**src/rtl/cvbs_pkg.sv**
```systemverilog
// Shared types and default NTSC 4fsc timing constants for the composite-video timing generator.
package cvbs_pkg;

  typedef enum logic [2:0] {
    StPreEq,
    StVsync,
    StPostEq,
    StVblank,
    StActive,
    StBottom
  } vstate_t;

  localparam int unsigned NtscHTotal     = 910;
  localparam int unsigned NtscHsyncLen   = 67;
  localparam int unsigned NtscEqLen      = 33;
  localparam int unsigned NtscSerrLen    = 67;
  localparam int unsigned NtscBurstStart = 76;
  localparam int unsigned NtscBurstLen   = 36;
  localparam int unsigned NtscActStart   = 150;
  localparam int unsigned NtscActLen     = 752;
  localparam int unsigned NtscVTotal     = 262;
  localparam int unsigned NtscVActStart  = 20;
  localparam int unsigned NtscVActLen    = 240;

endpackage

```
**src/rtl/cvbs_hcounter.sv**
```systemverilog
// Horizontal clock counter with line-boundary flags and the per-line sync/burst/active windows.
module cvbs_hcounter
  import cvbs_pkg::*;
#(
  parameter int unsigned H_TOTAL     = NtscHTotal,
  parameter int unsigned HSYNC_LEN   = NtscHsyncLen,
  parameter int unsigned EQ_LEN      = NtscEqLen,
  parameter int unsigned SERR_LEN    = NtscSerrLen,
  parameter int unsigned BURST_START = NtscBurstStart,
  parameter int unsigned BURST_LEN   = NtscBurstLen,
  parameter int unsigned ACT_START   = NtscActStart,
  parameter int unsigned ACT_LEN     = NtscActLen
) (
  input  logic                       clk,
  input  logic                       RESETn,
  input  logic                       enable,
  output logic [$clog2(H_TOTAL)-1:0] hcnt,
  output logic                       line_first,
  output logic                       line_last,
  output logic                       eq_low,
  output logic                       vs_low,
  output logic                       hs_low,
  output logic                       burst_win,
  output logic                       act_win
);

  localparam int unsigned HW   = $clog2(H_TOTAL);
  localparam int unsigned Half = H_TOTAL / 2;

  logic [HW-1:0] hcnt_d;

  always_comb begin
    hcnt_d = hcnt;
    if (enable) hcnt_d = line_last ? '0 : hcnt + 1'b1;
  end

  always_ff @(posedge clk or negedge RESETn) begin
    if (!RESETn) hcnt <= '0;
    else         hcnt <= hcnt_d;
  end

  assign line_first = (hcnt == '0);
  assign line_last  = (hcnt == HW'(H_TOTAL - 1));

  // Inclusive upper bounds keep the constants in range when a window ends at H_TOTAL.
  assign eq_low    = (hcnt < HW'(EQ_LEN)) ||
                     (hcnt >= HW'(Half) && hcnt <= HW'(Half + EQ_LEN - 1));
  assign vs_low    = (hcnt < HW'(Half - SERR_LEN)) ||
                     (hcnt >= HW'(Half) && hcnt < HW'(H_TOTAL - SERR_LEN));
  assign hs_low    = (hcnt < HW'(HSYNC_LEN));
  assign burst_win = (hcnt >= HW'(BURST_START)) && (hcnt <= HW'(BURST_START + BURST_LEN - 1));
  assign act_win   = (hcnt >= HW'(ACT_START)) && (hcnt <= HW'(ACT_START + ACT_LEN - 1));

endmodule

```
**src/rtl/cvbs_timing_gen.sv**
```systemverilog
// Composite-video timing generator: vertical FSM, field/interlace control, subcarrier phase
// and the registered sync/blank/burst/active/coordinate outputs.
module cvbs_timing_gen
  import cvbs_pkg::*;
#(
  parameter int unsigned H_TOTAL     = NtscHTotal,
  parameter int unsigned HSYNC_LEN   = NtscHsyncLen,
  parameter int unsigned EQ_LEN      = NtscEqLen,
  parameter int unsigned SERR_LEN    = NtscSerrLen,
  parameter int unsigned BURST_START = NtscBurstStart,
  parameter int unsigned BURST_LEN   = NtscBurstLen,
  parameter int unsigned ACT_START   = NtscActStart,
  parameter int unsigned ACT_LEN     = NtscActLen,
  parameter int unsigned V_TOTAL     = NtscVTotal,
  parameter int unsigned V_ACT_START = NtscVActStart,
  parameter int unsigned V_ACT_LEN   = NtscVActLen,
  parameter int unsigned PHASE_W     = 2,
  parameter int unsigned PHASE_INC   = 1
) (
  input  logic                         clk,
  input  logic                         RESETn,
  input  logic                         enable,
  input  logic                         color_enable,
  input  logic                         interlace,
  output logic                         sync_n,
  output logic                         blank,
  output logic                         burst_gate,
  output logic                         active,
  output logic [$clog2(ACT_LEN)-1:0]   px_x,
  output logic [$clog2(V_ACT_LEN)-1:0] px_y,
  output logic                         field,
  output logic                         line_start,
  output logic                         field_start,
  output logic [PHASE_W-1:0]           sc_phase
);

  localparam int unsigned HW = $clog2(H_TOTAL);
  localparam int unsigned VW = $clog2(V_TOTAL + 2);
  localparam int unsigned XW = $clog2(ACT_LEN);
  localparam int unsigned YW = $clog2(V_ACT_LEN);

  logic [HW-1:0] hcnt;
  logic line_first, line_last, eq_low, vs_low, hs_low, burst_win, act_win;

  cvbs_hcounter #(
    .H_TOTAL    (H_TOTAL),
    .HSYNC_LEN  (HSYNC_LEN),
    .EQ_LEN     (EQ_LEN),
    .SERR_LEN   (SERR_LEN),
    .BURST_START(BURST_START),
    .BURST_LEN  (BURST_LEN),
    .ACT_START  (ACT_START),
    .ACT_LEN    (ACT_LEN)
  ) u_hcounter (
    .clk       (clk),
    .RESETn    (RESETn),
    .enable    (enable),
    .hcnt      (hcnt),
    .line_first(line_first),
    .line_last (line_last),
    .eq_low    (eq_low),
    .vs_low    (vs_low),
    .hs_low    (hs_low),
    .burst_win (burst_win),
    .act_win   (act_win)
  );

  vstate_t          vstate_q, vstate_d;
  logic [VW-1:0]    vline_q, vline_d;
  logic             field_q, field_d, interlace_q, interlace_d, color_q, color_d;
  logic [PHASE_W-1:0] phase_q, phase_d;

  logic             sync_q, sync_d, blank_q, blank_d, burst_q, burst_d, active_q, active_d;
  logic             lstart_q, lstart_d, fstart_q, fstart_d;
  logic [XW-1:0]    px_x_q, px_x_d;
  logic [YW-1:0]    px_y_q, px_y_d;

  // Odd fields of an interlaced frame carry one extra line.
  logic v_last;
  assign v_last = (vline_q == VW'(V_TOTAL - 1) + VW'(interlace_q & field_q));

  always_ff @(posedge clk or negedge RESETn) begin
    if (!RESETn) begin
      vstate_q    <= StPreEq;
      vline_q     <= '0;
      field_q     <= 1'b0;
      interlace_q <= 1'b0;
      color_q     <= 1'b0;
      phase_q     <= '0;
      sync_q      <= 1'b1;
      blank_q     <= 1'b1;
      burst_q     <= 1'b0;
      active_q    <= 1'b0;
      lstart_q    <= 1'b0;
      fstart_q    <= 1'b0;
      px_x_q      <= '0;
      px_y_q      <= '0;
    end else begin
      vstate_q    <= vstate_d;
      vline_q     <= vline_d;
      field_q     <= field_d;
      interlace_q <= interlace_d;
      color_q     <= color_d;
      phase_q     <= phase_d;
      sync_q      <= sync_d;
      blank_q     <= blank_d;
      burst_q     <= burst_d;
      active_q    <= active_d;
      lstart_q    <= lstart_d;
      fstart_q    <= fstart_d;
      px_x_q      <= px_x_d;
      px_y_q      <= px_y_d;
    end
  end

  always_comb begin
    vstate_d    = vstate_q;
    vline_d     = vline_q;
    field_d     = field_q;
    interlace_d = interlace_q;
    color_d     = color_q;
    phase_d     = phase_q;
    if (enable) begin
      phase_d = phase_q + PHASE_W'(PHASE_INC);
      if (line_first) color_d = color_enable;
      if (line_first && vline_q == '0) interlace_d = interlace;
      if (line_last) begin
        vline_d = v_last ? '0 : vline_q + 1'b1;
        if (v_last) field_d = ~field_q;
        unique case (vstate_q)
          StPreEq:  if (vline_q == VW'(2)) vstate_d = StVsync;
          StVsync:  if (vline_q == VW'(5)) vstate_d = StPostEq;
          StPostEq: if (vline_q == VW'(8)) vstate_d = StVblank;
          StVblank: if (vline_q == VW'(V_ACT_START - 1)) vstate_d = StActive;
          StActive: if (vline_q == VW'(V_ACT_START + V_ACT_LEN - 1)) vstate_d = StBottom;
          StBottom: vstate_d = StBottom;
          default:  vstate_d = StPreEq;
        endcase
        if (v_last) vstate_d = StPreEq;
      end
      if (!interlace_q) field_d = 1'b0;
    end
  end

  always_comb begin
    sync_d   = sync_q;
    blank_d  = blank_q;
    burst_d  = burst_q;
    active_d = active_q;
    px_x_d   = px_x_q;
    px_y_d   = px_y_q;
    lstart_d = 1'b0;
    fstart_d = 1'b0;
    if (enable) begin
      unique case (vstate_q)
        StPreEq, StPostEq: sync_d = ~eq_low;
        StVsync:           sync_d = ~vs_low;
        default:           sync_d = ~hs_low;
      endcase
      burst_d  = burst_win & color_q & (vstate_q inside {StVblank, StActive, StBottom});
      active_d = act_win & (vstate_q == StActive);
      blank_d  = ~active_d;
      px_x_d   = active_d ? XW'(hcnt - HW'(ACT_START)) : '0;
      px_y_d   = active_d ? YW'(vline_q - VW'(V_ACT_START)) : '0;
      lstart_d = line_first;
      fstart_d = line_first & (vline_q == '0);
    end
  end

  assign sync_n      = sync_q;
  assign blank       = blank_q;
  assign burst_gate  = burst_q;
  assign active      = active_q;
  assign px_x        = px_x_q;
  assign px_y        = px_y_q;
  assign field       = field_q;
  assign line_start  = lstart_q;
  assign field_start = fstart_q;
  assign sc_phase    = phase_q;

endmodule
```
**config.mk**
```make
export PLATFORM = sky130hd
export DESIGN_NAME = cvbs_timing_gen
export DESIGN_NICKNAME = d
export VERILOG_FILES = /design/src/rtl/cvbs_pkg.sv /design/src/rtl/cvbs_hcounter.sv /design/src/rtl/cvbs_timing_gen.sv
export SDC_FILE = /design/constraint.sdc
export NUM_CORES = 1
export LEC_CHECK = 0
export BUFFER_PORTS_ARGS = -buffer_cell sky130_fd_sc_hd__buf_2
export CAP_MARGIN = 20
export CORE_MARGIN = 2
export CORE_UTILIZATION = 50
export CTS_CLUSTER_SIZE = 8
export DETAILED_ROUTE_END_ITERATION = 8
export PLACE_DENSITY = 0.72
export SLEW_MARGIN = 0
export SYNTH_ARGS = -nofsm -noshare
export SYNTH_HDL_FRONTEND = slang
export SYNTH_HIERARCHICAL = 1
export SYNTH_SLANG_ARGS = --single-unit
export TNS_END_PERCENT = 1
```
**constraint.sdc**
```tcl
create_clock -name clk -period 2.55 [get_ports clk]
set_clock_uncertainty 0.1 [all_clocks]
set_input_delay 0 -clock clk [delete_from_list [all_inputs] [get_ports clk]]
set_output_delay 0 -clock clk [all_outputs]
set_load 0.005 [all_outputs]
```
==> out/metrics.yaml <==
status: "finished clean"
detail-route-antenna-nets: 0
layout-drive-gt1-share: 0.189
synth-seq-cells: 51
die_w_um: 81.6
grt_pass1_wl_mm: 11.5
crit_fanout: 7
reg2reg_to: "vstate_q[2]"
seq_power_share: 0.451
vias_per_cell: 5.92
antennaDiodeCount: 0
syn_area_mm2: 0.00301
drt-pass1-iter-count: 5
grt_overflow: 0
ys_seq_area_frac: 0.424
timing.final.crit_share: 0.929
worstHoldPathType: "in -> async"
grt_max_degree: 52
h-tree-depth: 2
synthesis.instances: 314
design_area_mm2: 0.00340
drc_errors: 0
rsz0062_at_grt: "false"
wire_per_inst_um: 16.0
grtUsageTotal: 0.222
p_switching_uw: 686
p_per_area_mw_per_mm2: 646
dieArea_mm2: 0.00667
yosysUniqueCellTypes: 57
gp_congestion: 0.923
post_cts_buffers: 0
relSlewSlack: 0.545
drt-total-wl_mm: 6.78
switching_share: 0.312
drt-initial-drc-count: 238
max_slew.worst_pin.slew_ns: 0.682
worstSetupEndpointType: "flop"
p_leak_uw: 0.00161
cts.path.max_buffers: 2
dp_hpwl_mm: 4.61
grt_busiest_layer: "met2"
fmax_mhz: 422
placed_cells: 413
yosysWarningCount: 6
synth.net_count: 333
initial_core_util: 0.512
num_rows: 28
portBuffers: 31
rr_startpoint: "vline_q[2]"
antenna_found_initial: 0
power_frac_comb: 0.251
cts.sinks: 51
timing.max_cap.violations: 0
ir_worst_vdd_uv: 305
gr-usage-met3: 0.0352
die_h_um: 81.6
synth_most_common_cell: "dfrtp_1"
area_growth_syn_to_layout_pct: 12.9
syn_avg_cell_area_um2: 9.60
reg2reg_slack_ns: 0.18
setup_violations: 0
fillers: 517
fin_setup_tns_ns: 0
yosys-top-cells-count: "dfrtp_1, nand2_1, o2bb2ai_1"
cp.required_ns: 2.64
use_met2: 0.336
synth.top_cell.area_share: 0.407
grt_pass1_vias: 2331
synth_ff_type: "dfrtp_1"
start_kind: "flop"
synth_edf_count: 0
finalCriticalPeriod_ns: 2.37
cts-root-buf: "clkbuf_8"
vias: 2518
yosys.area.top_type: "dfrtp_1"
numCtsBuffers: 5
r2r_cells: 7
worstSetupPathType: "reg -> reg"
arrival_ns: 2.46
placed_area_mm2: 0.00323
path_clk_slew_ns: 0.09
power.clock.fraction: 0.298
layoutNonFillerInstCount: 425
use_met1: 0.323
ios: 32
finalMaxSlewViolations: 0
clkLatencyLatePin_ns: 0.30
final-hold-violation-count: 0
cts_tree: "done"
synth.top_cells.by_area: "dfrtp_1, o2bb2ai_1, ha_1, nand2_1, xnor2_1"
core_mm2: 0.00589
intPower_uw: 1510
async_flop_share: 1.00
nets: 368
[placed cells by master, fill, tap and decap left out, types with 2 or more instances in the layout]
cell / n
dfrtp_1: 48
buf_2: 31
nand2_1: 28
o2bb2ai_1: 21
o21ai_0: 19
nor2_1: 17
buf_4: 15
inv_1: 14
ha_1: 14
nand3_1: 13
a21oi_1: 13
xnor2_1: 11
xor2_1: 6
o21ai_1: 6
nor3_1: 6
a31oi_1: 5
clkbuf_8: 5
a22oi_1: 4
nor2b_1: 4
and3_1: 4
or3_1: 4
mux2i_1: 4
o41ai_1: 4
dlygate4sd3_1: 4
nor4_1: 3
and2_1: 3
a41oi_1: 3
nor3b_1: 2
o21a_1: 2
o211ai_1: 2
o31ai_1: 2
dfstp_2: 2
bufinv_16: 2
a211oi_1: 2
nand4_1: 2
[repair_timing]
action | in CTS | in global routing
hold buffers | 4 | 0
setup endpoints to repair | 0 | 1
endpoints found under the hold margin | 52 | 0
resized for setup | 0 | 2
[metal layers]
metal  vias up  wire (µm)
met3        13        420
li1       1199          -
met5         -          0
met1      1185       3290
met4         0        102
met2       121       2970
[worst max-delay path, cell delays in order, from the launching register on]
cell     delay, ns
dfrtp_1       0.47
inv_1         0.18
ha_1          0.28
and4_1        0.23
o21ai_2       0.10
a32o_1        0.25
or3_4         0.34
mux2_4        0.30
[registers in the layout, summed over array words and instances, names as in the netlist, 2 cells and up]
name and cells:
px_x 10, u_hcounter/hcnt 10, vline_q 9, px_y 8, vstate_q 3, sc_phase 2
[cell type report]
class / count / area, µm² / share of cell area
flip-flops and latches: 51 / 1280 / 0.376
inverters: 14 / 52.6 / 0.0154
well taps: 75 / 93.8 / 0.0276
clock inverters: 2 / 60.1 / 0.0176
repair buffers: 50 / 308 / 0.0904
multi-input cells: 227 / 1540 / 0.451
clock buffers: 6 / 72.6 / 0.0213
[logic make-up after synthesis]
kind of cell / Yosys count / synth area share
DFF: 51 / 0.424
adders and majority gates: 14 / 0.0581
buffers and inverters: 36 / 0.0668
and+or+nand+nor: 98 / 0.169
xor gates and xnor gates: 17 / 0.0494
AOI/OAI and AO/OA: 92 / 0.211
muxes: 6 / 0.0220
[power by group through the flow]
stage	combinational, µW	clock [µW]	sequential [µW]
6_report	552	655	993
5_1_grt	625	701	1010
4_1_cts	548	672	992
3_5_place_dp	540	0	1010
3_3_place_gp	531	0	1000
2_1_floorplan	447	0	968
[how the worst max path moves through the flow]
stage / start / end / slack [ns]
floorplan: u_hcounter/hcnt[1] / vstate_q[2] / 0.15
global placement: u_hcounter/hcnt[0] / vline_q[7] / 0.26
detailed placement: u_hcounter/hcnt[0] / vline_q[7] / 0.15
CTS: u_hcounter/hcnt[0] / vline_q[7] / 0.14
global route: u_hcounter/hcnt[1] / vline_q[7] / 0.02
finish: vline_q[2] / vstate_q[2] / 0.18
[metrics by stage]
| stage | hold WS [ns] | setup slack, ns | utilization | power (µW) |
|---|---|---|---|---|
| CTS | 0.250 | 0.135 | 0.578 | 2210 |
| detailed placement | 0.0502 | 0.152 | 0.548 | 1550 |
| finish | 0.234 | 0.181 | 0.578 | 2200 |
| floorplan | -0.396 | 0.154 | - | 1410 |
| global placement | 0.0450 | 0.260 | 0.548 | 1540 |
| global route | 0.335 | 0.0151 | 0.578 | 2340 |
Note: power is estimated with default switching activity, not from simulation.
